`src/rtl/fwd_hazard_unit.sv`:
```
// fwd_hazard_unit: scoreboard-based operand forwarding and load-use stall for the 8-bit-ISA pipeline.
// Optional HAZ_PERF_CNT_EN adds a saturating stall_cnt output.
module fwd_hazard_unit #(
   parameter int REG_AW = 3,
   parameter int DEPTH = 2,
   localparam int INSTR_W = 2 + 2 * REG_AW,
   localparam int SEL_W = $clog2(DEPTH + 1)
) (
   input  logic               clk,
   input  logic               rst_n,
   input  logic               issue_valid,
   input  logic [INSTR_W-1:0] issue_instr,
   input  logic               flush,
   output logic               stall,
   output logic               ex_valid,
   output logic [INSTR_W-1:0] ex_instr,
   output logic [SEL_W-1:0]   fwd_sel_a,
   output logic [SEL_W-1:0]   fwd_sel_b
`ifdef HAZ_PERF_CNT_EN
   ,
   output logic [15:0]        stall_cnt
`endif
);
   logic [1:0] i_opc, ex_opc;
   logic [REG_AW-1:0] i_rd, i_rs, ex_rd, ex_rs;
   logic i_use_a, i_use_b, ex_use_a, ex_use_b;
   logic [DEPTH:1] s_valid;
   logic [DEPTH:1][REG_AW-1:0] s_rd;
   logic [DEPTH:1][1:0] s_opc;
   assign {i_opc, i_rd, i_rs} = issue_instr;
   assign {ex_opc, ex_rd, ex_rs} = ex_instr;
   assign i_use_a = i_opc[0];
   assign i_use_b = i_opc != 2'b00;
   assign ex_use_a = ex_opc[0];
   assign ex_use_b = ex_opc != 2'b00;
   assign stall = issue_valid && ex_valid && ex_opc == 2'b10 && !flush &&
                  ((i_use_a && i_rd == ex_rd) || (i_use_b && i_rs == ex_rd));
   // Scan oldest to youngest so the youngest qualifying writer overrides.
   always_comb begin
      fwd_sel_a = '0;
      fwd_sel_b = '0;
      for (int k = DEPTH; k >= 1; k--) begin
         if (ex_valid && s_valid[k] && s_opc[k] != 2'b11 && (s_opc[k] != 2'b10 || k >= 2)) begin
            if (ex_use_a && s_rd[k] == ex_rd) fwd_sel_a = SEL_W'(k);
            if (ex_use_b && s_rd[k] == ex_rs) fwd_sel_b = SEL_W'(k);
         end
      end
   end
   always_ff @(posedge clk or negedge rst_n) begin
      if (!rst_n) begin
         ex_valid <= 1'b0;
         ex_instr <= '0;
         s_valid  <= '0;
         s_rd     <= '0;
         s_opc    <= '0;
      end else begin
         ex_valid <= issue_valid && !stall && !flush;
         ex_instr <= (stall || flush) ? '0 : issue_instr;
         s_valid  <= {s_valid[DEPTH-1:1], ex_valid};
         s_rd     <= {s_rd[DEPTH-1:1], ex_rd};
         s_opc    <= {s_opc[DEPTH-1:1], ex_opc};
      end
   end
`ifdef HAZ_PERF_CNT_EN
   always_ff @(posedge clk or negedge rst_n) begin
      if (!rst_n) stall_cnt <= '0;
      else if (stall && stall_cnt != 16'hFFFF) stall_cnt <= stall_cnt + 16'd1;
   end
`endif
endmodule
```
`config.mk`:
```
export PLATFORM = sky130hd
export DESIGN_NAME = fwd_hazard_unit
export DESIGN_NICKNAME = d
export VERILOG_FILES = /design/src/rtl/fwd_hazard_unit.sv
export SDC_FILE = /design/constraint.sdc
export NUM_CORES = 1
export LEC_CHECK = 0
export CORE_MARGIN = 8
export CORE_UTILIZATION = 48
export CTS_CLUSTER_DIAMETER = 120
export DETAILED_ROUTE_END_ITERATION = 8
export GPL_TIMING_DRIVEN = 0
export HOLD_SLACK_MARGIN = 0.15
export PLACE_DENSITY_LB_ADDON = 0.12
export SLEW_MARGIN = 20
export SYNTH_ARGS = -nofsm -noshare
export SYNTH_HDL_FRONTEND = slang
export SYNTH_SLANG_ARGS = --single-unit
```
`constraint.sdc`:
```
create_clock -name clk -period 2.45 [get_ports clk]
set_clock_uncertainty 0.05 [all_clocks]
set_input_delay 0.6125 -clock clk [delete_from_list [all_inputs] [get_ports clk]]
set_output_delay 0.6125 -clock clk [all_outputs]
set_load 0.01 [all_outputs]
```
==> results of run 1 <==
-- worst max path at each step --
stage                         to  cells past startpoint                  start
finish                     stall                      5         issue_instr[0]
global placement           stall                      5         issue_instr[3]
CTS                        stall                      5         issue_instr[2]
global route               stall                      5         issue_instr[1]
detailed placement         stall                      5         issue_instr[2]
floorplan           fwd_sel_a[1]                      5  ex_instr[3]$_DFF_PN0_
-- what timing repair did --
action / in CTS / in global routing
setup buffers: 2 / 1
resized for setup: 10 / 6
endpoints found under the hold margin: 0 / 0
pin swaps: 1 / 3
setup endpoints to repair: 5 / 2
-- registers in the layout, indices dropped and copies added, names as in the netlist --
name / cells
ex_valid: 1
s_rd: 6
ex_instr: 8
s_opc: 4
s_valid: 2
-- area by class of cell --
cell class                 instances  area, µm²
sequential                        21        527
clock inverter                     1       7.51
multi-input combinational         45        373
timing repair buffer              27        262
fill                             134        494
clock buffer                       3       22.5
tap                               25       31.3
buffer                             2       10.0
-- worst max-delay path, stage by stage --
cell and delay (ns):
clkdlybuf4s50_1 0.44, xnor2_1 0.21, o2111ai_2 0.18, a21oi_4 0.18
buf_6 0.12
-- through the flow --
stage / setup WS (ns) / instance area (µm²) / power (mW)
after floorplan: 0.400 / 873 / 0.430
after global placement: -0.533 / 1140 / 0.479
after detailed placement: -0.530 / 1140 / 0.481
after CTS: -0.0780 / 1200 / 0.651
after global routing: 0.00289 / 1230 / 0.674
final: 0.0462 / 1230 / 0.647
-- layout by cell type (no fill, tap or decap), types with 2 or more instances in the layout --
cell type,instances
buf_2,2
buf_4,3
clkbuf_4,3
clkdlybuf4s50_1,18
dfrtp_1,20
dlygate4sd2_1,4
nand2_1,4
nand4_1,3
nor2_1,2
nor3_1,2
nor3b_1,9
nor4_2,2
xnor2_1,12
xnor2_2,3
xor2_1,3
-- kinds of logic after synthesis --
logic type	Yosys count	synth area share, %
and+or+nand+nor	24	16.5
DFF	21	60.2
xor gates and xnor gates	18	18.1
AOI/OAI and AO/OA	3	4.15
buffers and inverters	2	1.15
-- metal layers --
layer	vias to the layer above	wire (µm)	global-route usage [%]
met3	2	123	3.70
li1	299	-	-
met1	286	784	12.0
met2	21	866	17.3
met5	-	0	0
met4	0	17	6.14
-- power by group through the flow --
stage | Clock (mW) | Sequential, mW | Combinational (mW)
6_report | 0.166 | 0.382 | 0.0993
5_1_grt | 0.182 | 0.385 | 0.108
4_1_cts | 0.173 | 0.382 | 0.0963
3_5_place_dp | 0 | 0.389 | 0.0925
3_3_place_gp | 0 | 0.387 | 0.0919
2_1_floorplan | 0 | 0.389 | 0.0417
==> metrics.cfg, run 1 <==
[floorplanning]
die_w_um = 58.7
rows = 15
ioPinCount = 26
core_mm2 = 0.00173
die_y_um = 58.7
die_area_mm2 = 0.00344
initial_utilization_pct = 50.6

[route]
detail_route.wl_per_cell_um = 14.5
drtIter0Drc = 10
vias_per_cell = 4.90
drc = 0
vias = 608
detail-route-antenna-nets = 0
totalWireLength_um = 1790
dr.pass1.iters = 4

[pwr]
p_int_mw = 0.484
peakVddDrop_mv = 0.323
p_sw_mw = 0.163
swShare_pct = 25.2
pwr-share-comb_pct = 15.3
p_seq_share_pct = 59.1
pwr_density_cell_mw_per_mm2 = 525
leakagePower_nw = 0.520
pwr-share-clk_pct = 25.6

[sta]
hold_viol_final = 0
hold_slack_ns = 0.321
slew_violations = 0
period_needed_ns = 2.40
tightest_slew_ns = 0.908
slew_headroom_pct = 39.3
clock.fmax_mhz = 416
tns_ns = 0
rsz0062_at_grt = false
final.period_utilization_pct = 98.1
finalSetupViolations = 0

[worst_setup_path]
start_kind = input port
reg2reg_slack_ns = 0.79
path_max_fanout = 2
arrival_ns = 1.74
cp.required_ns = 1.79
r2r_end = ex_instr[7]$_DFF_PN0_
crit_type = in2out
reg2reg_from = ex_instr[3]$_DFF_PN0_
cp-end-kind = output port
r2r_cells = 7

[hold_path]
hold_end = s_opc[2]$_DFF_PN0_
hold_class = reg2reg
worstHoldStart = s_opc[0]$_DFF_PN0_
holdPathStages = 0

[grt]
track_usage_pct = 10.7
antenna_found_initial = 0
grt-ovfl-total = 0
grt_pass1_wl_um = 2820
grt_max_degree = 22
grt_pass1_vias = 640

[logic_synthesis]
yosys_most_used_dff = dfrtp_1
ys_warn_count = 0
synth-edff-count = 0
netlist_instances = 68
netlist.area_leader.share_pct = 60.2
netlist_area_um2 = 873
synth-seq-cells = 21
yosysMostFrequentCell = dfrtp_1
synthTopCellsByArea = dfrtp_1, xnor2_1, nor3b_1, xor2_1, nand4_1
yosysSeqAreaShare_pct = 60.2
ys_async_sr_fraction_pct = 100
synth_top_area_cell = dfrtp_1
synth_cell_types = 15
ys_top_cells_by_count = dfrtp_1, xnor2_1, nor3b_1
synth_fp_nets = 80
syn-mean-instance-area_um2 = 12.8

[layout]
fin_cells = 124
nets = 112
area_delta_synth_final_pct = 41.1
drive_gt1_share_pct = 18.2
diodes = 0
utilization_pct = 71.4

[clock_tree]
cts-htree-levels = 1
clkLatencyLatePin_ns = 0.30
cts-root-buf = clkbuf_4
numCtsBuffers = 3
clk_pin_slew_ns = 0.12
cts_tree = built
cts_max_path_buffers = 2
numClockSinks = 21
holdBufCountCts = 0

[job]
maxCapViolCount = 0

[place]
dp_cells = 117
hpwl_um = 1340
routabilityCongestion = 0.749
io_buffers = 24

[status]
status = completed

Note: power is estimated with default switching activity, not from simulation.
==> inputs of run 2 (changes only) <==
--- a/config.mk
+++ b/config.mk
@@ -5,7 +5,7 @@
 export SDC_FILE = /design/constraint.sdc
 export NUM_CORES = 1
 export LEC_CHECK = 0
-export CORE_MARGIN = 8
+export CORE_MARGIN = 1
 export CORE_UTILIZATION = 48
 export CTS_CLUSTER_DIAMETER = 120
 export DETAILED_ROUTE_END_ITERATION = 8
==> run 2 against run 1 <==
Final cell count shrank 1.6%. Non-clock buffer count shrank 2. Global-route usage grew 10 points. Fmax shrank 0.17%. Core utilization shrank 0.46 points. Critical endpoint unchanged.
==> metrics.cfg, run 2 (synthesized netlist as in run 1, its figures left out) <==
[status]
status = completed  ; unchanged

[floorplanning]
die_area_mm2 = 0.00199  ; was 0.00344 mm²
core_mm2 = 0.00171  ; was 0.00173 mm²
rows = 15  ; unchanged
die_w_um = 44.7  ; was 58.7 µm
die_y_um = 44.7  ; was 58.7 µm
initial_utilization_pct = 51.1  ; was 50.6%
ioPinCount = 26  ; unchanged

[place]
dpl_worst_slack_ns = -0.542  ; was -0.530 ns
io_buffers = 24  ; unchanged
hpwl_um = 1240  ; was 1340 µm
routabilityCongestion = 0.745  ; was 0.749

[hold_path]
hold_class = reg2reg  ; unchanged

[worst_setup_path]
arrival_ns = 1.75  ; was 1.74 ns
path_max_fanout = 2  ; unchanged
crit_slowest_cell = clkdlybuf4s50_1  ; unchanged
cp-end-kind = output port  ; unchanged
cp.required_ns = 1.79  ; about the same
path_delay_family = buffers and inverters  ; unchanged
crit_type = in2out  ; unchanged
worst-path-buf-inv = 2  ; unchanged
start_kind = input port  ; unchanged
cpPeakStageDelay_ns = 0.49  ; was 0.44 ns
path_cells = clkdlybuf4s50_1 -> xnor2_1 -> nand4_1 -> a21oi_4 -> buf_2  ; was clkdlybuf4s50_1 -> xnor2_1 -> o2111ai_2 -> a21oi_4 -> buf_6

[pwr]
leakagePower_nw = 0.507  ; was 0.520 nW
totalPowerFinal_mw = 0.634  ; was 0.647 mW
peakVddDrop_mv = 0.325  ; was 0.323 mV
pwr_density_cell_mw_per_mm2 = 523  ; was 525 mW/mm²

[route]
vias = 614  ; was 608
vias_per_cell = 5.03  ; was 4.90
totalWireLength_um = 1630  ; was 1790 µm
dr.pass1.iters = 4  ; unchanged
drtIter0Drc = 6  ; was 10
detail-route-antenna-nets = 0  ; unchanged
detail_route.wl_per_cell_um = 13.4  ; was 14.5 µm
drc = 0  ; unchanged

[clock_tree]
clkLatencyLatePin_ns = 0.29  ; was 0.30 ns
cts-root-buf = clkbuf_4  ; unchanged
holdBufCountCts = 0  ; unchanged
cts-htree-levels = 1  ; unchanged
cts_max_path_buffers = 2  ; unchanged
cts_tree = built  ; unchanged
numClockSinks = 21  ; unchanged
numCtsBuffers = 3  ; unchanged
clk_pin_slew_ns = 0.10  ; was 0.12 ns

[sta]
hold_viol_final = 0  ; unchanged
rsz0062_at_grt = true  ; was false
slew_headroom_pct = 41.2  ; was 39.3%
tightest_slew_ns = 0.879  ; was 0.908 ns
final.period_utilization_pct = 98.3  ; was 98.1%
finalSetupViolations = 0  ; unchanged
worst_slack_ns = 0.0421  ; was 0.0462 ns
slew_violations = 0  ; unchanged
clock.fmax_mhz = 415  ; was 416 MHz
period_needed_ns = 2.41  ; was 2.40 ns

[layout]
area_delta_synth_final_pct = 38.7  ; was 41.1%
top_regs = ex_instr x8, s_rd x6, s_opc x4  ; unchanged
final_common_cell = dfrtp_1  ; unchanged
largest_reg_flops = 8  ; unchanged
largest-register = ex_instr  ; unchanged
diodes = 0  ; unchanged
final_cell_mix = dfrtp_1, clkdlybuf4s50_1, xnor2_1  ; unchanged
drive_gt1_share_pct = 16.5  ; was 18.2%
nets = 110  ; was 112

[grt]
grt-ovfl-total = 0  ; unchanged
antenna_found_initial = 0  ; unchanged
track_usage_pct = 20.9  ; was 10.7%
grt_max_degree = 22  ; unchanged
grt_pass1_vias = 605  ; was 640
grt_pass1_wl_um = 2890  ; was 2820 µm

[job]
maxCapViolCount = 0  ; unchanged

-- run 2: worst paths after layout --
kind,end,slack [ns],startpoint,cells past startpoint
worst max register to register,ex_valid$_DFF_PN0_,0.90,ex_instr[3]$_DFF_PN0_,6
min in group asynchronous,ex_instr[6]$_DFF_PN0_,0.77,rst_n,1
worst max-delay path,stall,0.04,issue_instr[3],5
worst min register to register,s_opc[2]$_DFF_PN0_,0.32,s_opc[0]$_DFF_PN0_,0
max in group asynchronous,ex_instr[5]$_DFF_PN0_,0.99,rst_n,1
worst min-delay path,s_opc[2]$_DFF_PN0_,0.32,s_opc[0]$_DFF_PN0_,0
-- run 2: cell type report --
type	count	area, µm²
clock buffer	4	26.3
tap	25	31.3
multi-input combinational	45	380
fill	130	497
timing repair buffer	25	236
sequential	21	527
buffer	2	10.0
-- run 2: through the flow --
stage	hold slack, ns	util [%]	setup TNS (ns)	cell area, µm²	instances
2_1_floorplan	0.267	-	0	873	68
3_3_place_gp	0.286	67.0	-0.518	1140	117
3_5_place_dp	0.296	67.0	-0.542	1140	117
4_1_cts	0.320	70.0	0	1200	122
5_1_grt	0.338	70.9	-0.000660	1210	122
6_report	0.322	70.9	0	1210	122
-- run 2: routing by layer --
layer  wire [µm]  GRT usage (%)  vias up
li1            -              -      294
met1         691           28.2      300
met2         876           34.1       18
met3          53           2.45        2
met4          12           9.09        0
met5           0              0        -
-- run 2: what timing repair did --
| item | 4_1_cts | 5_1_grt |
|---|---|---|
| buffers inserted | 1 | 0 |
| resized for setup | 14 | 2 |
| pin swaps | 2 | 2 |
| endpoints found under the setup margin | 5 | 2 |
-- run 2: power by group --
group / internal, mW / switching (mW) / total [mW]
registers: 0.364 / 0.0188 / 0.383
logic: 0.0572 / 0.0419 / 0.0991
clock network: 0.0632 / 0.0885 / 0.152
total: 0.485 / 0.149 / 0.634
==> inputs of run 3 (changes only) <==
--- a/config.mk
+++ b/config.mk
@@ -9,7 +9,7 @@
 export CORE_UTILIZATION = 48
 export CTS_CLUSTER_DIAMETER = 120
 export DETAILED_ROUTE_END_ITERATION = 8
-export GPL_TIMING_DRIVEN = 0
+export GPL_TIMING_DRIVEN = 1
 export HOLD_SLACK_MARGIN = 0.15
 export PLACE_DENSITY_LB_ADDON = 0.12
 export SLEW_MARGIN = 20
==> run 3 against run 2 <==
Design area increased by 1.0%. Clock power about the same. Sequential power about the same. Die area unchanged. First-iteration DRC count increased by 33%. Power increased by 0.52%. Routed wire length increased by 1.4%. Combinational power increased by 0.4%. Global-route usage increased by 0.16 points. Core utilization increased by 0.73 points. Sequential share of layout area decreased by 0.24 points. Hold slack got worse by 0.0010 ns. Critical endpoint unchanged.
==> metrics.cfg, run 3 (synthesized netlist as in run 1, its figures left out) <==
[layout]
top_regs = ex_instr x8, s_rd x6, s_opc x4  ; unchanged
nets = 114  ; was 110
final_common_cell = clkdlybuf4s50_1  ; was dfrtp_1
largest_reg_flops = 8  ; unchanged
fill_cells = 128  ; was 130
fin_cells = 126  ; was 122
largest-register = ex_instr  ; unchanged
area_delta_synth_final_pct = 40.1  ; was 38.7%
multiInputGateArea_um2 = 350  ; was 380 µm²
drive_gt1_share_pct = 17.8  ; was 16.5%
seq_area_um2 = 529  ; was 527 µm²
diodes = 0  ; unchanged
final_cell_mix = clkdlybuf4s50_1, dfrtp_1, xnor2_1  ; was dfrtp_1, clkdlybuf4s50_1, xnor2_1

[route]
drtIter0Drc = 8  ; was 6
drc = 0  ; unchanged
dr.pass1.iters = 3  ; was 4
vias_per_cell = 5.01  ; was 5.03
vias = 631  ; was 614
detail_route.wl_per_cell_um = 13.1  ; was 13.4 µm
detail-route-antenna-nets = 0  ; unchanged
totalWireLength_um = 1660  ; was 1630 µm

[sta]
tightest_slew_ns = 0.247  ; was 0.879 ns
final.period_utilization_pct = 97.8  ; was 98.3%
slew_headroom_pct = 83.4  ; was 41.2%
hold_viol_final = 0  ; unchanged
finalSetupViolations = 0  ; unchanged
hold_slack_ns = 0.321  ; was 0.322 ns
rsz0062_at_grt = false  ; was true
period_needed_ns = 2.40  ; was 2.41 ns
clock.fmax_mhz = 417  ; was 415 MHz
slew_violations = 0  ; unchanged

[place]
routabilityCongestion = 0.723  ; was 0.745
io_buffers = 25  ; was 24
dp_cells = 119  ; was 117
hpwl_um = 1270  ; was 1240 µm

[hold_path]
hold_class = reg2reg  ; unchanged

[worst_setup_path]
cp-startpoint = issue_instr[2]  ; was issue_instr[3]
reg2reg_from = ex_instr[5]$_DFF_PN0_  ; was ex_instr[3]$_DFF_PN0_
cp-end-kind = output port  ; unchanged
arrival_ns = 1.73  ; was 1.75 ns
worst-path-buf-inv = 2  ; unchanged
cpPeakStageDelay_ns = 0.49  ; about the same
cp_num_cells = 5  ; unchanged
path_delay_family = buffers and inverters  ; unchanged
crit_type = in2out  ; unchanged
crit_slowest_cell = clkdlybuf4s50_1  ; unchanged
reg2reg_slack_ns = 0.83  ; was 0.90 ns
path_max_fanout = 2  ; unchanged
cp.required_ns = 1.79  ; about the same
r2r_end = ex_instr[4]$_DFF_PN0_  ; was ex_valid$_DFF_PN0_
r2r_cells = 7  ; was 6
start_kind = input port  ; unchanged
path_cells = clkdlybuf4s50_1 -> xnor2_1 -> o2111ai_2 -> a21oi_4 -> buf_2  ; was clkdlybuf4s50_1 -> xnor2_1 -> nand4_1 -> a21oi_4 -> buf_2
crit_end = stall  ; unchanged

[floorplanning]
rows = 15  ; unchanged
ioPinCount = 26  ; unchanged
die_y_um = 44.7  ; unchanged
initial_utilization_pct = 51.1  ; unchanged
core_mm2 = 0.00171  ; unchanged
die_area_mm2 = 0.00199  ; unchanged
die_w_um = 44.7  ; unchanged

[clock_tree]
cts-root-buf = clkbuf_4  ; unchanged
clk_pin_slew_ns = 0.11  ; was 0.10 ns
clkLatencyLatePin_ns = 0.29  ; about the same
holdBufCountCts = 0  ; unchanged
cts_tree = built  ; unchanged
numClockSinks = 21  ; unchanged
numCtsBuffers = 3  ; unchanged
cts-htree-levels = 1  ; unchanged
cts_max_path_buffers = 2  ; unchanged

[job]
maxCapViolCount = 0  ; unchanged

[grt]
antenna_found_initial = 0  ; unchanged
track_usage_pct = 21.1  ; was 20.9%
grt_max_degree = 22  ; unchanged
grt_pass1_wl_um = 2900  ; was 2890 µm
grt-ovfl-total = 0  ; unchanged
grt_pass1_vias = 670  ; was 605

[pwr]
leakagePower_nw = 0.507  ; about the same
peakVddDrop_mv = 0.449  ; was 0.325 mV
totalPowerFinal_mw = 0.637  ; was 0.634 mW
pwr_density_cell_mw_per_mm2 = 521  ; was 523 mW/mm²

[status]
status = completed  ; unchanged

[run 3: cell types whose count changed in the layout (fill, tap and decap cells not counted), moves of 2 or more]
cell             previous run  this run
dfrtp_1                    20        18
buf_4                       1         6
clkdlybuf4s50_1            18        20
buf_2                       3         1
xnor2_1                    11        15
xnor2_2                     4         0
dfrtp_2                     1         3
[run 3: per-layer routing]
metal / vias up / global-route usage [%] / wire (µm)
li1: 302 / - / -
met1: 309 / 26.1 / 703
met2: 18 / 36.2 / 884
met3: 2 / 2.45 / 49
met4: 0 / 10.9 / 18
met5: - / 0 / 0
[run 3: report_power, final]
group | internal, mW | total [mW] | leakage [nW] | switching, mW
Clock | 0.0607 | 0.155 | 0.0177 | 0.0945
Combinational | 0.0584 | 0.0995 | 0.223 | 0.0411
Sequential | 0.364 | 0.382 | 0.267 | 0.0178
Total | 0.484 | 0.637 | 0.507 | 0.153
[run 3: what timing repair did]
item / 4_1_cts / 5_1_grt
endpoints found under the setup margin: 5 / 2
cloned: 0 / 0
setup buffers: 2 / 1
pin swaps: 2 / 3
gates resized for setup: 12 / 1
[run 3: area by class of cell]
type | instances | area share, %
well taps | 25 | 2.56
clock buffers | 3 | 1.84
flip-flops and latches | 21 | 43.3
clock inverters | 1 | 0.409
multi-input cells | 45 | 28.6
repair buffers | 31 | 23.3
[run 3: metrics by stage]
stage	util, %	setup TNS (ns)	setup WS (ns)	area (µm²)
2_1_floorplan	-	0	0.400	873
3_3_place_gp	68.4	-0.332	-0.332	1170
3_5_place_dp	68.4	-0.359	-0.359	1170
4_1_cts	71.6	-0.0514	-0.0514	1220
5_1_grt	71.6	0	0.0110	1220
6_report	71.6	0	0.0546	1220
[run 3: how the worst min path moves through the flow]
stage / startpoint / end / slack (ns) / cells after the start
floorplan: rst_n / ex_instr[0]$_DFF_PN0_ / 0.27 / 0
finish: s_opc[0]$_DFF_PN0_ / s_opc[2]$_DFF_PN0_ / 0.32 / 0
CTS: s_opc[0]$_DFF_PN0_ / s_opc[2]$_DFF_PN0_ / 0.32 / 0
global placement: s_opc[0]$_DFF_PN0_ / s_opc[2]$_DFF_PN0_ / 0.29 / 0
detailed placement: s_opc[0]$_DFF_PN0_ / s_opc[2]$_DFF_PN0_ / 0.30 / 0
global route: s_opc[0]$_DFF_PN0_ / s_opc[2]$_DFF_PN0_ / 0.34 / 0
